## src/rtl/serial_subtractor.sv

```systemverilog
// Bit-serial subtractor: computes a - b - bin one bit per clock, LSB first,
// through a single full-subtractor cell with a registered borrow loop.
module serial_subtractor #(
    parameter int WIDTH = 8
) (
    input  logic             clk,
    input  logic             rst,
    input  logic             start,
    input  logic [WIDTH-1:0] a,
    input  logic [WIDTH-1:0] b,
    input  logic             bin,
    output logic             busy,
    output logic             done,
    output logic [WIDTH-1:0] diff,
    output logic             bout
);

    localparam int CW = $clog2(WIDTH);

    typedef enum logic [1:0] {
        IDLE,
        RUN,
        DONE
    } state_t;

    state_t           state;
    logic [WIDTH-1:0] sa;
    logic [WIDTH-1:0] sb;
    logic [WIDTH-1:0] res;
    logic             br;
    logic [CW-1:0]    cnt;

    // One-bit full-subtractor cell working on the current LSBs.
    logic d;
    logic nb;

    assign d  = sa[0] ^ sb[0] ^ br;
    assign nb = (~sa[0] & sb[0]) | (~sa[0] & br) | (sb[0] & br);

    // NOTE: every register here is assigned with <= so all updates use the
    // pre-edge values, which is what lets the borrow loop and shifts line up.
    always_ff @(posedge clk) begin
        if (rst) begin
            state <= IDLE;
            sa    <= '0;
            sb    <= '0;
            res   <= '0;
            br    <= 1'b0;
            cnt   <= '0;
            busy  <= 1'b0;
            done  <= 1'b0;
            diff  <= '0;
            bout  <= 1'b0;
        end else begin
            done <= 1'b0;
            case (state)
                IDLE, DONE: begin
                    if (start) begin
                        sa    <= a;
                        sb    <= b;
                        br    <= bin;
                        cnt   <= '0;
                        busy  <= 1'b1;
                        state <= RUN;
                    end else begin
                        state <= IDLE;
                    end
                end
                RUN: begin
                    res <= {d, res[WIDTH-1:1]};
                    sa  <= sa >> 1;
                    sb  <= sb >> 1;
                    br  <= nb;
                    cnt <= cnt + CW'(1);
                    // Last bit: publish the completed word and its borrow.
                    if (cnt == CW'(WIDTH - 1)) begin
                        diff  <= {d, res[WIDTH-1:1]};
                        bout  <= nb;
                        busy  <= 1'b0;
                        done  <= 1'b1;
                        state <= DONE;
                    end
                end
                default: state <= IDLE;
            endcase
        end
    end

endmodule
```

## config.mk

```make
export PLATFORM = sky130hd
export DESIGN_NAME = serial_subtractor
export DESIGN_NICKNAME = d
export VERILOG_FILES = /design/src/rtl/serial_subtractor.sv
export SDC_FILE = /design/constraint.sdc
export NUM_CORES = 1
export LEC_CHECK = 0
export CORE_MARGIN = 4
export CORE_UTILIZATION = 54
export DETAILED_ROUTE_END_ITERATION = 10
export GPL_TIMING_DRIVEN = 0
export PLACE_DENSITY_LB_ADDON = 0.3
export SYNTH_ARGS = -nofsm -noshare
export SYNTH_HDL_FRONTEND = slang
export SYNTH_SLANG_ARGS = --single-unit
export TNS_END_PERCENT = 100
```

## constraint.sdc

```tcl
create_clock -name clk -period 3.8 [get_ports clk]
set_input_delay 0.38 -clock clk [delete_from_list [all_inputs] [get_ports clk]]
set_output_delay 0.38 -clock clk [all_outputs]
set_load 0.05 [all_outputs]
```

==> results of run 1 <==
==> how the worst min path moves through the flow <==
stage                       start       end  slack [ns]  depth (start not counted)
after floorplan            res[1]   diff[0]        0.43                          2
after global placement    diff[2]   diff[2]        0.44                          2
after detailed placement  diff[0]   diff[0]        0.45                          2
after CTS                     rst   diff[6]        0.41                          2
after global routing          rst  state[0]        0.42                          2
final                         rst   diff[6]        0.42                          2
==> synth_stat cells (all sizes together), types with 2 or more instances <==
cell,number
nand2b,2
a211oi,2
dfxtp,40
a311oi,15
a21oi,20
ha,2
nand3,5
nor2,21
nand2,62
clkbuf,4
buf,12
==> flip-flops by register name, indices dropped and copies added, names as in the netlist <==
name / flops
res: 7
busy: 1
bout: 1
state: 2
diff: 8
cnt: 3
sa: 8
sb: 8
br: 1
done: 1
==> logic make-up (layout without fill, tap and decap cells) <==
kind of cell | after synthesis | in the layout | share of synthesized area
AOI/OAI and AO/OA | 38 | 38 | 0.1575
adders and majority gates | 3 | 3 | 0.02793
buffers and inverters | 17 | 54 | 0.07602
DFF | 40 | 40 | 0.4965
and+or+nand+nor | 95 | 95 | 0.2421
==> worst reg2reg max path, cell delays in order (launching register included) <==
cell and delay (ns):
dfxtp_1 0.34, ha_1 0.21, ha_1 0.21, nand3b_1 0.10, buf_2 0.24, nand2_1 0.08
a21oi_1 0.14
==> per-layer routing <==
layer  global-route usage  vias to the layer above  wire [µm]
met4               0.1322                        0         66
met1               0.2062                      688       1417
met3              0.06115                        8        261
li1                     -                      717          -
met5                    0                        -          0
met2               0.3289                       50       1732
==> layout make-up <==
| type | count | area, µm² |
|---|---|---|
| tap | 31 | 38.79 |
| multi-input combinational | 136 | 689.4 |
| fill | 230 | 802.0 |
| buffer | 16 | 118.9 |
| sequential | 40 | 800.8 |
| inverter | 1 | 3.754 |
| clock inverter | 2 | 10.01 |
| timing repair buffer | 29 | 290.3 |
| clock buffer | 6 | 51.30 |
==> through the flow <==
step	utilization	setup slack, ns	hold slack [ns]
final	0.7141	1.906	0.4196
after global routing	0.7141	1.823	0.4205
after CTS	0.7141	1.882	0.4067
after detailed placement	0.6922	2.059	0.4463
after global placement	0.6922	2.142	0.4430
after floorplan	-	2.537	0.4321
==> power by group <==
group          switching, mW  internal, mW
registers             0.0127         0.441
logic                 0.0583        0.0547
clock network          0.136        0.0880
==> impl_metrics.py, run 1 <==
metrics = {
    "synthesis": {
        "synth_ff_type": "dfxtp_1",
        "synth_cells": 193,
        "synth_edf_count": 0,
        "synth_fp_nets": 216,
        "ys_seq_area_frac": 0.4965,
        "synth_area_leaders": "dfxtp_1, nand2_1, a311oi_1",
        "syn_area_um2": 1613,
        "syn_avg_cell_area_um2": 8.356,
        "synth_top_area_share": 0.4965,
        "synth_cell_types": 22,
        "synth.largest_area_cell": "dfxtp_1",
        "ys_warn_count": 0,
        "yosys_register_bits": 40,
        "synthArstFlopShare": 0,
    },
    "drt": {
        "drc": 0,
        "drtIter0Drc": 103,
        "drt_wl_total_um": 3478,
        "ant_nets": 0,
        "num_vias": 1463,
        "wl_per_cell_um": 13.33,
        "dr.pass1.iters": 4,
        "via_per_inst": 5.605,
    },
    "clock_network": {
        "cts_setup_buffers": 0,
        "clk_latency_ns": 0.36,
        "cts_buffer_depth": 2,
        "path_clk_slew_ns": 0.11,
        "hold_buffers": 0,
        "cts.repair.resized": 0,
        "cts_tree": "yes",
        "cts.sink_count": 40,
        "ctsRootBufferMaster": "clkbuf_4",
        "cts.htree.levels": 2,
        "tritoncts.num_buffers": 5,
    },
    "job": {
        "cap_violations": 0,
    },
    "timing": {
        "finalSetupTns_ns": 0,
        "drv_slew": 0,
        "tightest_slew_ns": 0.4984,
        "setup_viol": 0,
        "clock_skew_ns": 0.008557,
        "finalCritPeriodShare": 0.4984,
        "max_slew_margin": 0.6667,
        "rsz0062_at_grt": "false",
        "finalHoldViolations": 0,
        "max_freq_mhz": 528.0,
        "finalCriticalPeriod_ns": 1.894,
    },
    "place": {
        "port_buffers": 29,
        "place_inst": 253,
        "hpwlAfterDp_um": 2464,
        "routabilityCongestion": 0.8396,
        "place_area_um2": 1942,
    },
    "critical_path": {
        "r2r_cells": 6,
        "cp.depth": 1,
        "required_ns": 3.42,
        "critPathArrivalTime_ns": 1.51,
        "critPathSlowestCell": "clkdlybuf4s50_1",
        "end_kind": "primary output",
        "reg2reg_slack_ns": 2.42,
        "start_kind": "register",
        "crit_start": "bout",
        "crit_family": "buffers and inverters",
        "path_cells": "clkdlybuf4s50_1",
        "worstReg2RegStart": "cnt[0]",
        "critPathBufInv": 1,
        "crit_type": "register to primary output",
        "cp_max_fo": 2,
        "r2r-end": "diff[1]",
        "endpoint": "bout",
        "max_stage_delay_ns": 0.81,
    },
    "final_layout": {
        "final_common_cell": "nand2_1",
        "area_delta_synth_final_pct": 24.20,
        "antenna_cells": 0,
        "layout_common_cells": "nand2_1, dfxtp_1, clkdlybuf4s50_1, nor2_1, a21oi_1",
        "layoutNonFillerInstCount": 261,
        "layout-drive-gt1-share": 0.09565,
        "fin_area_um2": 2003,
        "nets": 252,
    },
    "hold_path": {
        "worstHoldPathType": "primary input to register",
    },
    "power": {
        "powerDensity_nw_per_um2": 394.7,
        "power_mw": 0.7906,
        "total_leakage_power_nw": 0.7503,
        "vdd_drop_max_mv": 0.2676,
    },
    "floorplan": {
        "num_rows": 19,
        "core_um2": 2805,
        "die_area_um2": 3925,
        "io_pins": 31,
        "die_h_um": 62.65,
        "initial_core_util": 0.5749,
        "die_w_um": 62.65,
    },
    "grt": {
        "overflow": 0,
        "grt_usage": 0.1948,
        "grt_pass1_vias": 1462,
        "antenna_found_initial": 0,
        "grt_first_pass_wirelength_um": 6072,
        "grt_max_degree": 13,
    },
    "run_status": {
        "status": "finished clean",
    },
}
Note: power is estimated with default switching activity, not from simulation.
==> run 2: changes to the inputs <==
--- a/config.mk
+++ b/config.mk
@@ -6,7 +6,7 @@
 export NUM_CORES = 1
 export LEC_CHECK = 0
 export CORE_MARGIN = 4
-export CORE_UTILIZATION = 54
+export CORE_UTILIZATION = 45
 export DETAILED_ROUTE_END_ITERATION = 10
 export GPL_TIMING_DRIVEN = 0
 export PLACE_DENSITY_LB_ADDON = 0.3
==> constraint.sdc (replaced) <==
create_clock -name clk -period 1.55 [get_ports clk]
set_input_delay 0.155 -clock clk [delete_from_list [all_inputs] [get_ports clk]]
set_output_delay 0.155 -clock clk [all_outputs]
set_load 0.05 [all_outputs]
==> impl_metrics.py, run 2 (synthesized netlist as in run 1, its figures left out) <==
metrics = {
    "final_layout": {
        "final_common_cell": "nand2_1",
        "reg_top3": "diff: 8 flops, sa: 8 flops, sb: 8 flops",
        "layout_common_cells": "nand2_1, dfxtp_1, nor2_1, a21oi_1, clkdlybuf4s50_1",
        "area_delta_synth_final_pct": 23.04,
        "nets": 252,
        "antenna_cells": 0,
        "layout-drive-gt1-share": 0.08370,
    },
    "grt": {
        "grt_pass1_vias": 1248,
        "grt_use_met1": 0.1963,
        "overflow": 0,
        "grt.busiest_layer": "met2",
        "grt_usage": 0.1611,
        "antenna_found_initial": 0,
        "grt_first_pass_wirelength_um": 5451,
        "met2_usage": 0.2625,
        "grt_max_degree": 11,
        "use_met3": 0.05583,
    },
    "timing": {
        "finalSetupTns_ns": 0,
        "tightest_slew_ns": 0.4987,
        "rsz0062_at_grt": "false",
        "finalHoldViolations": 0,
        "max_slew_margin": 0.6689,
        "finalCriticalPeriod_ns": 1.362,
        "finalCritPeriodShare": 0.8790,
        "drv_slew": 0,
        "setup_viol": 0,
        "setup_slack_ns": 0.1875,
        "clock_skew_ns": 0.005034,
        "max_freq_mhz": 734.0,
    },
    "clock_network": {
        "ctsRootBufferMaster": "clkbuf_4",
        "path_clk_slew_ns": 0.10,
        "cts_buffer_depth": 2,
        "cts.repair.resized": 11,
        "cts.htree.levels": 2,
        "hold_buffers": 0,
        "clk_latency_ns": 0.33,
        "cts.sink_count": 40,
        "cts_setup_buffers": 0,
        "cts_tree": "yes",
        "tritoncts.num_buffers": 5,
    },
    "critical_path": {
        "crit_start": "diff[3]",
        "crit_family": "buffers and inverters",
        "critPathArrivalTime_ns": 1.21,
        "critPathBufInv": 1,
        "max_stage_delay_ns": 0.53,
        "cp_max_fo": 2,
        "path_cells": "dlygate4sd2_1",
        "required_ns": 1.39,
        "start_kind": "register",
        "critPathSlowestCell": "dlygate4sd2_1",
        "end_kind": "primary output",
        "worstReg2RegStart": "cnt[0]",
        "crit_type": "register to primary output",
    },
    "place": {
        "routabilityCongestion": 0.8202,
        "hpwlAfterDp_um": 2380,
        "place_ws_ns": 0.04456,
        "port_buffers": 29,
    },
    "floorplan": {
        "num_rows": 21,
        "die_h_um": 67.87,
        "die_area_um2": 4606,
        "die_w_um": 67.87,
        "core_um2": 3390,
        "initial_core_util": 0.4758,
        "io_pins": 31,
    },
    "power": {
        "powerDensity_nw_per_um2": 921.7,
        "vdd_drop_max_mv": 0.4646,
        "total_leakage_power_nw": 0.7870,
    },
    "job": {
        "cap_violations": 0,
    },
    "run_status": {
        "status": "finished clean",
    },
    "drt": {
        "num_vias": 1333,
        "drtIter0Drc": 80,
        "via_per_inst": 4.883,
        "ant_nets": 0,
        "drt_wl_total_um": 3261,
        "drc": 0,
        "dr.pass1.iters": 4,
        "wl_per_cell_um": 11.95,
    },
    "hold_path": {
        "worstHoldPathType": "primary input to register",
        "min-delay-start": "rst",
    },
}
==> run 2: cell count changes in the layout (fill, tap and decap cells not counted), sizes merged <==
cell	change
clkinv	-2
clkbuf	-1
clkdlybuf4s50	-11
dlygate4sd2	+11
==> run 2: path summary, 6_finish.rpt <==
| kind | endpoint | cells after the start | slack, ns |
|---|---|---|---|
| worst min register to register | diff[4] | 2 | 0.45 |
| worst max register to register | diff[2] | 6 | 0.19 |
| worst min-delay path | diff[5] | 2 | 0.22 |
| worst max-delay path | diff[3] | 1 | 0.19 |
==> run 2: power breakdown <==
group | internal [mW] | switching [mW]
clock network | 0.152 | 0.292
logic | 0.133 | 0.140
registers | 1.08 | 0.0314
==> run 2: routing by layer <==
| layer | part of all wire | vias to the layer above |
|---|---|---|
| met5 | 0 | - |
| li1 | - | 717 |
| met4 | 0.013 | 0 |
| met3 | 0.050 | 5 |
| met2 | 0.48 | 22 |
| met1 | 0.46 | 589 |
==> run 2: stage by stage <==
stage          instances    util  power, mW  hold slack [ns]  area [µm²]
6_report             273  0.5855      1.829           0.2168        1984
2_1_floorplan        193       -      1.313           0.2910        1613
4_1_cts              273  0.5855      1.852           0.2082        1984
3_5_place_dp         268  0.5784      1.413           0.4473        1961
5_1_grt              273  0.5855      1.928           0.2194        1984
3_3_place_gp         268  0.5784      1.404           0.4404        1961
==> run 2: cell type report <==
class / instances / area (µm²)
timing repair buffer: 29 / 276.5
tap: 46 / 57.56
buffer: 16 / 118.9
multi-input combinational: 136 / 689.4
inverter: 1 / 3.754
clock buffer: 5 / 37.54
fill: 328 / 1405
sequential: 40 / 800.8
==> run 3: changes to the inputs <==
--- a/config.mk
+++ b/config.mk
@@ -5,11 +5,13 @@
 export SDC_FILE = /design/constraint.sdc
 export NUM_CORES = 1
 export LEC_CHECK = 0
+export CORE_ASPECT_RATIO = 0.6
 export CORE_MARGIN = 4
 export CORE_UTILIZATION = 45
 export DETAILED_ROUTE_END_ITERATION = 10
 export GPL_TIMING_DRIVEN = 0
 export PLACE_DENSITY_LB_ADDON = 0.3
+export SETUP_SLACK_MARGIN = 0.2
 export SYNTH_ARGS = -nofsm -noshare
 export SYNTH_HDL_FRONTEND = slang
 export SYNTH_SLANG_ARGS = --single-unit
==> impl_metrics.py, run 3 (synthesized netlist as in run 1, its figures left out) <==
metrics = {
    "critical_path": {
        "r2r-end": "diff[7]",
        "required_ns": 1.39,
        "r2r_cells": 5,
        "reg2reg_slack_ns": 0.26,
        "path_cells": "dlygate4sd2_1",
        "critPathSlowestCell": "dlygate4sd2_1",
        "max_stage_delay_ns": 0.53,
        "end_kind": "primary output",
        "worstReg2RegStart": "cnt[0]",
        "critPathArrivalTime_ns": 1.15,
        "cp_max_fo": 2,
        "critPathBufInv": 1,
        "crit_family": "buffers and inverters",
        "start_kind": "register",
        "crit_type": "register to primary output",
    },
    "hold_path": {
        "min_delay_path_depth": 2,
        "min-delay-start": "rst",
        "worstHoldPathType": "primary input to register",
        "holdPathEnd": "res[2]",
    },
    "timing": {
        "setup_viol": 0,
        "finalCriticalPeriod_ns": 1.302,
        "finalSetupTns_ns": 0,
        "max_slew_margin": 0.6750,
        "tightest_slew_ns": 0.4875,
        "max_freq_mhz": 767.9,
        "setup_slack_ns": 0.2478,
        "rsz0062_at_grt": "true",
        "timing.hold.ws_ns": 0.2706,
        "drv_slew": 0,
        "finalCritPeriodShare": 0.8401,
        "clock_skew_ns": 0.004898,
        "finalHoldViolations": 0,
    },
    "drt": {
        "drt_wl_total_um": 3504,
        "via_per_inst": 4.982,
        "wl_per_cell_um": 12.74,
        "drc": 0,
        "num_vias": 1370,
        "drtIter0Drc": 81,
        "dr.pass1.iters": 4,
        "ant_nets": 0,
    },
    "final_layout": {
        "antenna_cells": 0,
        "reg_top3": "diff: 8 flops, sa: 8 flops, sb: 8 flops",
        "final_core_util": 0.6127,
        "area_delta_synth_final_pct": 27.00,
        "nets": 252,
        "layout_common_cells": "nand2_1, dfxtp_1, nor2_1, a21oi_1, clkdlybuf4s50_1",
        "final_common_cell": "nand2_1",
        "layout-drive-gt1-share": 0.1043,
    },
    "grt": {
        "grt_max_degree": 12,
        "antenna_found_initial": 0,
        "overflow": 0,
        "grt_pass1_vias": 1266,
        "grt_first_pass_wirelength_um": 5844,
        "grt_usage": 0.1651,
    },
    "power": {
        "p_sw_mw": 0.5154,
        "power_mw": 2.093,
        "internal-power_mw": 1.578,
        "switching_share": 0.2462,
        "powerDensity_nw_per_um2": 1022,
        "pwr-share-clk": 0.336,
        "seqPwrFrac": 0.532,
        "combPwrFrac": 0.132,
        "vdd_drop_max_mv": 0.4746,
        "total_leakage_power_nw": 0.8059,
    },
    "clock_network": {
        "cts.htree.levels": 2,
        "cts_buffer_depth": 2,
        "hold_buffers": 0,
        "cts_setup_buffers": 0,
        "tritoncts.num_buffers": 5,
        "clk_latency_ns": 0.29,
        "ctsRootBufferMaster": "clkbuf_8",
        "path_clk_slew_ns": 0.07,
        "cts.sink_count": 40,
        "cts_tree": "yes",
    },
    "place": {
        "place_ws_ns": 0.07428,
        "hpwlAfterDp_um": 2554,
        "routabilityCongestion": 0.7769,
        "port_buffers": 29,
    },
    "floorplan": {
        "die_h_um": 54.37,
        "die_area_um2": 4637,
        "io_pins": 31,
        "num_rows": 16,
        "die_w_um": 85.29,
        "core_um2": 3343,
        "initial_core_util": 0.4824,
    },
    "run_status": {
        "status": "finished clean",
    },
    "job": {
        "cap_violations": 0,
    },
}
[run 3: changes by cell type in the layout (fill, tap and decap cells not counted), sizes merged]
cell           before  now
clkbuf              9   13
clkdlybuf4s15       0    1
dlygate4sd2        11    9
[run 3: cell type report]
type                       instances  area [µm²]
tap                               45       56.30
fill                             314        1295
timing repair buffer              29       274.0
buffer                            16       128.9
sequential                        40       803.3
clock buffer                       8       90.09
inverter                           1       3.754
multi-input combinational        136       691.9
[run 3: power groups by stage]
| stage | Clock (mW) | Sequential [mW] | Combinational (mW) |
|---|---|---|---|
| 2_1_floorplan | 0 | 1.14 | 0.178 |
| 3_3_place_gp | 0 | 1.13 | 0.273 |
| 3_5_place_dp | 0 | 1.13 | 0.278 |
| 4_1_cts | 0.716 | 1.11 | 0.277 |
| 5_1_grt | 0.763 | 1.12 | 0.310 |
| 6_report | 0.704 | 1.11 | 0.276 |
[run 3: worst max path at each step]
stage / startpoint / to / cells past startpoint
6_report: diff[2] / diff[2] / 1
5_1_grt: cnt[0] / diff[7] / 6
4_1_cts: bout / bout / 1
3_5_place_dp: start / sa[5] / 6
3_3_place_gp: start / sa[4] / 6
2_1_floorplan: cnt[0] / diff[7] / 5
[run 3: metal layers]
metal  routed length, µm  global-route usage  vias up
li1                    -                   -      721
met3                 205             0.04962        4
met4                  48             0.06316        0
met1                1872              0.2265      611
met5                   0                   0        -
met2                1377              0.2461       34
[run 3: what timing repair did]
| item | CTS | global route |
|---|---|---|
| pin swaps | 0 | 0 |
| endpoints found under the setup margin | 16 | 8 |
| resized for setup | 13 | 7 |
[run 3: stage by stage]
step,cells,instance area [µm²]
final,275,2048
after global routing,275,2048
after floorplan,193,1613
after global placement,267,1959
after detailed placement,267,1959
after CTS,275,2041
